===== config.mk =====
export PLATFORM = sky130hd
export DESIGN_NAME = pe_edge_feeder
export DESIGN_NICKNAME = d
export VERILOG_FILES = /design/src/rtl/systolic_pkg.sv /design/src/rtl/sync_fifo.sv /design/src/rtl/pe_edge_feeder.sv
export SDC_FILE = /design/constraint.sdc
export NUM_CORES = 1
export LEC_CHECK = 0
export ABC_AREA = 1
export CORE_AREA = 8 8 283 216
export CTS_CLUSTER_SIZE = 8
export DETAILED_ROUTE_END_ITERATION = 8
export DIE_AREA = 0 0 291 224
export PLACE_DENSITY_LB_ADDON = 0.05
export RECOVER_POWER = 25
export SLEW_MARGIN = 10
export SYNTH_ARGS = -nofsm -noshare
export SYNTH_HDL_FRONTEND = slang
export SYNTH_HIERARCHICAL = 1
export SYNTH_SLANG_ARGS = --single-unit
export TNS_END_PERCENT = 10

===== constraint.sdc =====
create_clock -name clk_i -period 7.5 [get_ports clk_i]
set_clock_uncertainty 0.1 [all_clocks]
set_input_delay 2.25 -clock clk_i [delete_from_list [all_inputs] [get_ports clk_i]]
set_output_delay 2.25 -clock clk_i [all_outputs]
set_load 0.01 [all_outputs]

===== src/rtl/systolic_pkg.sv =====
// Shared definitions for the systolic-array edge logic.
//   feeder_state_t : edge-feeder FSM encoding
//   SKEW_W         : width of the feeder skew counter (skew range 0..255)
package systolic_pkg;

    localparam int SKEW_W = 8;

    typedef enum logic [1:0] {
        IDLE     = 2'd0,
        SKEW     = 2'd1,
        ISSUE    = 2'd2,
        WAIT_ACK = 2'd3
    } feeder_state_t;

endpackage


===== src/rtl/sync_fifo.sv =====
// Single-clock FIFO with an occupancy counter.
//   clk_i, rst_i        : clock, asynchronous active-high reset
//   push_i / wdata_i    : write request and data (ignored when full)
//   pop_i / rdata_o     : read request (ignored when empty), head-of-queue data
//   full_o / empty_o    : occupancy flags
//   count_o             : occupancy 0..DEPTH
module sync_fifo
    import systolic_pkg::*;
#(
    parameter int WIDTH = 33,
    parameter int DEPTH = 8
) (
    input  logic                       clk_i,
    input  logic                       rst_i,
    input  logic                       push_i,
    input  logic [WIDTH-1:0]           wdata_i,
    input  logic                       pop_i,
    output logic [WIDTH-1:0]           rdata_o,
    output logic                       full_o,
    output logic                       empty_o,
    output logic [$clog2(DEPTH):0]     count_o
);
    localparam int AW = $clog2(DEPTH);
    localparam logic [AW-1:0] PTR_ONE   = AW'(1);
    localparam logic [AW:0]   CNT_ONE   = (AW + 1)'(1);
    localparam logic [AW:0]   CNT_DEPTH = (AW + 1)'(DEPTH);

    logic [WIDTH-1:0] mem_q [DEPTH];
    logic [AW-1:0]    wr_ptr_q;
    logic [AW-1:0]    rd_ptr_q;
    logic [AW:0]      count_q;
    logic [AW:0]      count_d;
    logic             push_ok_s;
    logic             pop_ok_s;

    assign full_o    = (count_q == CNT_DEPTH);
    assign empty_o   = (count_q == '0);
    assign count_o   = count_q;
    assign rdata_o   = mem_q[rd_ptr_q];
    assign push_ok_s = push_i && !full_o;
    assign pop_ok_s  = pop_i && !empty_o;

    // Occupancy next state: simultaneous push and pop leaves it unchanged.
    always_comb begin
        count_d = count_q;
        case ({push_ok_s, pop_ok_s})
            2'b10:   count_d = count_q + CNT_ONE;
            2'b01:   count_d = count_q - CNT_ONE;
            default: count_d = count_q;
        endcase
    end

    // Pointers and occupancy; power-of-two depth makes the pointers wrap naturally.
    always_ff @(posedge clk_i or posedge rst_i) begin
        if (rst_i) begin
            wr_ptr_q <= '0;
            rd_ptr_q <= '0;
            count_q  <= '0;
        end else begin
            if (push_ok_s) begin
                wr_ptr_q <= wr_ptr_q + PTR_ONE;
            end
            if (pop_ok_s) begin
                rd_ptr_q <= rd_ptr_q + PTR_ONE;
            end
            count_q <= count_d;
        end
    end

    // Storage array; contents need no reset because the pointers define validity.
    always_ff @(posedge clk_i) begin
        if (push_ok_s) begin
            mem_q[wr_ptr_q] <= wdata_i;
        end
    end

endmodule


===== src/rtl/pe_edge_feeder.sv =====
// West-edge operand feeder for one systolic-array row.
//   s_data_i/s_last_i/s_valid_i/s_ready_o : upstream valid/ready stream
//   pe_data_o/pe_valid_o/pe_last_o        : drive PE west_i / inputs_valid_i / last_element_i
//   pe_ack_i                              : PE passthrough_valid_o, paces issue
//   busy_o                                : registered "FSM active or FIFO holds data"
//   vector_done_o                         : pulse after the last element of a vector is acked
// SKEW idle cycles precede the first element of every vector so row r lags row 0.
module pe_edge_feeder #(
    parameter int DATA_WIDTH = 32,
    parameter int DEPTH      = 8,
    parameter int SKEW       = 0
) (
    input  logic                  clk_i,
    input  logic                  rst_i,
    input  logic [DATA_WIDTH-1:0] s_data_i,
    input  logic                  s_last_i,
    input  logic                  s_valid_i,
    output logic                  s_ready_o,
    output logic [DATA_WIDTH-1:0] pe_data_o,
    output logic                  pe_valid_o,
    output logic                  pe_last_o,
    input  logic                  pe_ack_i,
    output logic                  busy_o,
    output logic                  vector_done_o
);
    import systolic_pkg::*;

    localparam int CNT_W = $clog2(DEPTH) + 1;
    localparam logic              SKEW_EN   = (SKEW != 0);
    localparam logic [SKEW_W-1:0] SKEW_LOAD = SKEW_W'((SKEW > 0) ? (SKEW - 1) : 0);
    localparam logic [SKEW_W-1:0] SKEW_ONE  = SKEW_W'(1);

    feeder_state_t         state_q, state_d;
    logic [SKEW_W-1:0]     skew_cnt_q, skew_cnt_d;
    logic                  first_flag_q, first_flag_d;
    logic [DATA_WIDTH-1:0] pe_data_q, pe_data_d;
    logic                  pe_valid_q, pe_valid_d;
    logic                  pe_last_q, pe_last_d;
    logic                  done_q, done_d;
    logic                  busy_q, busy_d;

    logic                  issue_s;
    logic                  pop_s;
    logic [DATA_WIDTH:0]   head_s;
    logic                  fifo_full_s;
    logic                  fifo_empty_s;
    logic [CNT_W-1:0]      fifo_count_s;
    logic                  fifo_has_data_s;

    sync_fifo #(
        .WIDTH (DATA_WIDTH + 1),
        .DEPTH (DEPTH)
    ) u_fifo (
        .clk_i   (clk_i),
        .rst_i   (rst_i),
        .push_i  (s_valid_i),
        .wdata_i ({s_last_i, s_data_i}),
        .pop_i   (pop_s),
        .rdata_o (head_s),
        .full_o  (fifo_full_s),
        .empty_o (fifo_empty_s),
        .count_o (fifo_count_s)
    );

    assign fifo_has_data_s = (fifo_count_s != '0);
    assign s_ready_o       = !fifo_full_s;
    assign pe_data_o       = pe_data_q;
    assign pe_valid_o      = pe_valid_q;
    assign pe_last_o       = pe_last_q;
    assign vector_done_o   = done_q;
    assign busy_o          = busy_q;

    // FSM next state; every path into ISSUE funnels through issue_s so pop and output load stay together.
    always_comb begin
        state_d      = state_q;
        skew_cnt_d   = skew_cnt_q;
        first_flag_d = first_flag_q;
        pe_data_d    = pe_data_q;   // data holds while the PE MAC reads it live
        pe_valid_d   = 1'b0;
        pe_last_d    = 1'b0;
        done_d       = 1'b0;
        issue_s      = 1'b0;
        pop_s        = 1'b0;
        busy_d       = (state_q != IDLE) || !fifo_empty_s;

        case (state_q)
            IDLE: begin
                if (fifo_has_data_s) begin
                    if (first_flag_q && SKEW_EN) begin
                        state_d    = systolic_pkg::SKEW;
                        skew_cnt_d = SKEW_LOAD;
                    end else begin
                        issue_s = 1'b1;
                    end
                end else begin
                    state_d = IDLE;
                end
            end
            systolic_pkg::SKEW: begin
                if (skew_cnt_q == '0) begin
                    issue_s = 1'b1;
                end else begin
                    skew_cnt_d = skew_cnt_q - SKEW_ONE;
                end
            end
            ISSUE: begin
                state_d = WAIT_ACK;
            end
            WAIT_ACK: begin
                if (pe_ack_i) begin
                    // first_flag_q still carries the last bit of the element being acked
                    done_d = first_flag_q;
                    if (!fifo_has_data_s || first_flag_q) begin
                        state_d = IDLE;
                    end else begin
                        issue_s = 1'b1;
                    end
                end else begin
                    state_d = WAIT_ACK;
                end
            end
            default: begin
                state_d = IDLE;
            end
        endcase

        if (issue_s) begin
            state_d      = ISSUE;
            pop_s        = 1'b1;
            pe_data_d    = head_s[DATA_WIDTH-1:0];
            pe_valid_d   = 1'b1;
            pe_last_d    = head_s[DATA_WIDTH];
            first_flag_d = head_s[DATA_WIDTH];
        end else begin
            pop_s = 1'b0;
        end
    end

    // State, skew counter and registered PE-facing outputs.
    always_ff @(posedge clk_i or posedge rst_i) begin
        if (rst_i) begin
            state_q      <= IDLE;
            skew_cnt_q   <= '0;
            first_flag_q <= 1'b1;
            pe_data_q    <= '0;
            pe_valid_q   <= 1'b0;
            pe_last_q    <= 1'b0;
            done_q       <= 1'b0;
            busy_q       <= 1'b0;
        end else begin
            state_q      <= state_d;
            skew_cnt_q   <= skew_cnt_d;
            first_flag_q <= first_flag_d;
            pe_data_q    <= pe_data_d;
            pe_valid_q   <= pe_valid_d;
            pe_last_q    <= pe_last_d;
            done_q       <= done_d;
            busy_q       <= busy_d;
        end
    end

endmodule


==> qor.csv <==
metric;value;unit
pre_cts_ws;1.72;ns
startpoint_type;input port;
grt_start_max_net_pins;108;
maxCapViolations;0;
fp.coreArea;56800;um^2
setup_viol;0;
vias_per_cell;3.92;
overflow;0;
drtIter0Drc;426;
drive_gt1_share;5.92;%
fillers;5867;
rows;76;
ctsRootBufferMaster;clkbuf_16;
min_period;5.18;ns
ys_warn_count;6;
hold_violations;0;
nets;1584;
cp_max_fo;36;
cts.clk_slew.worst_paths;0.05;ns
synth_top_area_share;56.7;%
slew_violations;0;
worstMarginPinSlew;1.12;ns
io_pins;74;
clockBufferDepth;3;
critical_path_arrival;5.53;ns
ys_ff_latch;321;
rsz0062_at_grt;false;
insertion_delay;0.58;ns
synth-async-reset-ratio;17.8;%
fin_util;29.6;%
post_cts_buffers;0;
crit_type;in2reg;
cp.required;7.85;ns
synth_fp_nets;1505;
finalCritPeriodShare;69.0;%
drt_pass1_iterations;4;
synthTopCellsByCount;nand2_1, nor2_1, edfxtp_1;
antenna_found_initial;2;
synth_area_leaders;edfxtp_1, nand2_1, dfrtp_1;
ys.flop_type;edfxtp_1;
cts_tree;done;
worst_slack;2.32;ns
dp_cells;2228;
antenna_left;0;
dieArea;65200;um^2
yosysTopAreaCell;edfxtp_1;
place_congestion;0.714;
synth_edf_count;264;
hp-class;reg2reg;
syn_inst;1456;
synth.most_common_cell;nand2_1;
synthesis.area;14000;um^2
tns;0;ns
cts_num_sinks;321;
routedWlPerCell;16.2;um
drc_errors;0;
status;finished, final reports clean;
die_y;224;um
relSlewSlack;25.3;%
cts_made_buffers;46;
routed_wl;37600;um
crit_path_end_kind;register;
power.leakage;7.24;nW
syn_avg_cell_area;9.61;um^2
ir_drop;0.180;mV
synthDistinctLibCells;32;
p_per_area;397;nW/um^2
port_buffers;73;
cts-resized-gates;0;
fin_cells;2313;
grt_pass1_wl;58000;um
antenna_cells;0;
htreeDepth;2;
clock.fmax;193;MHz
ys_seq_area_share;66.9;%
grt_pass1_vias;9090;
vias;9065;
area_growth;20.2;%
hold_buffers;0;
grt_util_all_layers;11.6;%
dieWidth;291;um
initial_utilization;24.6;%
dpl.hpwl;19200;um
per-layer routing:
metal  routed length, um  track usage (%)  up-vias
li1                    -                -     4678
met5                   0                0        -
met4                 814             3.56        0
met3                1470             2.38       66
met2               16500             18.5      121
met1               18700             16.0     4200
cell type report:
type / count / area, um^2 / share of cell area, %
clock inverters: 4 / 41.3 / 0.246
multi-input cells: 908 / 3710 / 22.1
repair buffers: 89 / 851 / 5.06
inverters: 169 / 637 / 3.79
well taps: 741 / 927 / 5.52
flip-flops and latches: 321 / 9360 / 55.7
clock buffers: 81 / 1280 / 7.63
sequential cells by signal (all words and copies together) (netlist names):
name	flops
u_fifo/count_o	4
u_fifo/rd_ptr_q	3
state_q	2
pe_data_o	32
u_fifo/wr_ptr_q	3
first_flag_q	1
pe_last_o	1
skew_cnt_q	8
pe_valid_o	1
vector_done_o	1
u_fifo/mem_q	264
busy_o	1
power by group:
part,switching [mW],internal [mW]
Combinational,1.48,0.736
Clock,0.795,1.15
Sequential,0.221,2.29
Total,2.49,4.17
placed cells by master (no fill, tap or decap), types with 4 or more instances in the layout:
cell type,netlist,routed
nand2_1,569,569
nor2_1,273,274
edfxtp_1,264,264
inv_1,161,160
dfrtp_1,56,53
clkdlybuf4s50_1,0,51
clkbuf_16,0,46
clkbuf_1,7,35
dlygate4sd3_1,0,22
buf_4,2,16
nand3_1,11,11
ha_1,11,11
xor2_1,9,9
inv_2,7,8
o21ai_0,8,8
nor3_2,0,8
xnor2_1,4,4
metrics by stage:
stage / instance area (um^2) / hold WS (ns) / power (mW)
2_1_floorplan: 14000 / 0.353 / 4.04
3_3_place_gp: 15500 / 0.373 / 4.86
3_5_place_dp: 15500 / 0.376 / 4.86
4_1_cts: 16800 / 0.390 / 6.86
5_1_grt: 16800 / 0.405 / 7.23
6_report: 16800 / 0.382 / 6.67
kinds of logic (layout without fill, tap and decap cells):
family / after synthesis / after routing / synth area share [%]
xor gates and xnor gates: 13 / 13 / 0.814
DFF: 321 / 321 / 66.9
AOI/OAI and AO/OA: 12 / 12 / 0.465
adders and majority gates: 12 / 12 / 1.13
and+or+nand+nor: 871 / 871 / 23.8
buffers and inverters: 227 / 343 / 6.88
final timing paths:
| check | start | depth (start not counted) | slack, ns | endpoint |
|---|---|---|---|---|
| worst min register to register | pe_data_o[24]$_DFFE_PP0P_ | 2 | 0.38 | pe_data_o[24]$_DFFE_PP0P_ |
| worst max register to register | skew_cnt_q[0]$_DFFE_PP0P_ | 17 | 3.85 | u_fifo/count_o[3]$_DFFE_PP0P_ |
| worst max-delay path | pe_ack_i | 16 | 2.32 | u_fifo/count_o[3]$_DFFE_PP0P_ |
| worst min-delay path | pe_data_o[24]$_DFFE_PP0P_ | 2 | 0.38 | pe_data_o[24]$_DFFE_PP0P_ |
| max in group asynchronous | rst_i | 3 | 4.48 | pe_data_o[22]$_DFFE_PP0P_ |
| min in group asynchronous | rst_i | 2 | 2.05 | u_fifo/count_o[3]$_DFFE_PP0P_ |
critical path: stages:
cell and delay (ns):
dlygate4sd3_1 0.55, nand2_1 0.07, nor2_1 0.13, o21ai_1 0.11
nand2_2 0.10, nand2_4 0.33, inv_4 0.58, nand2_1 0.23
inv_1 0.12, ha_1 0.22, ha_1 0.28, or2_2 0.31
nand2_1 0.07, nand2_1 0.05, nand3_1 0.06, nand2_1 0.05
Note: power is estimated with default switching activity, not from simulation.
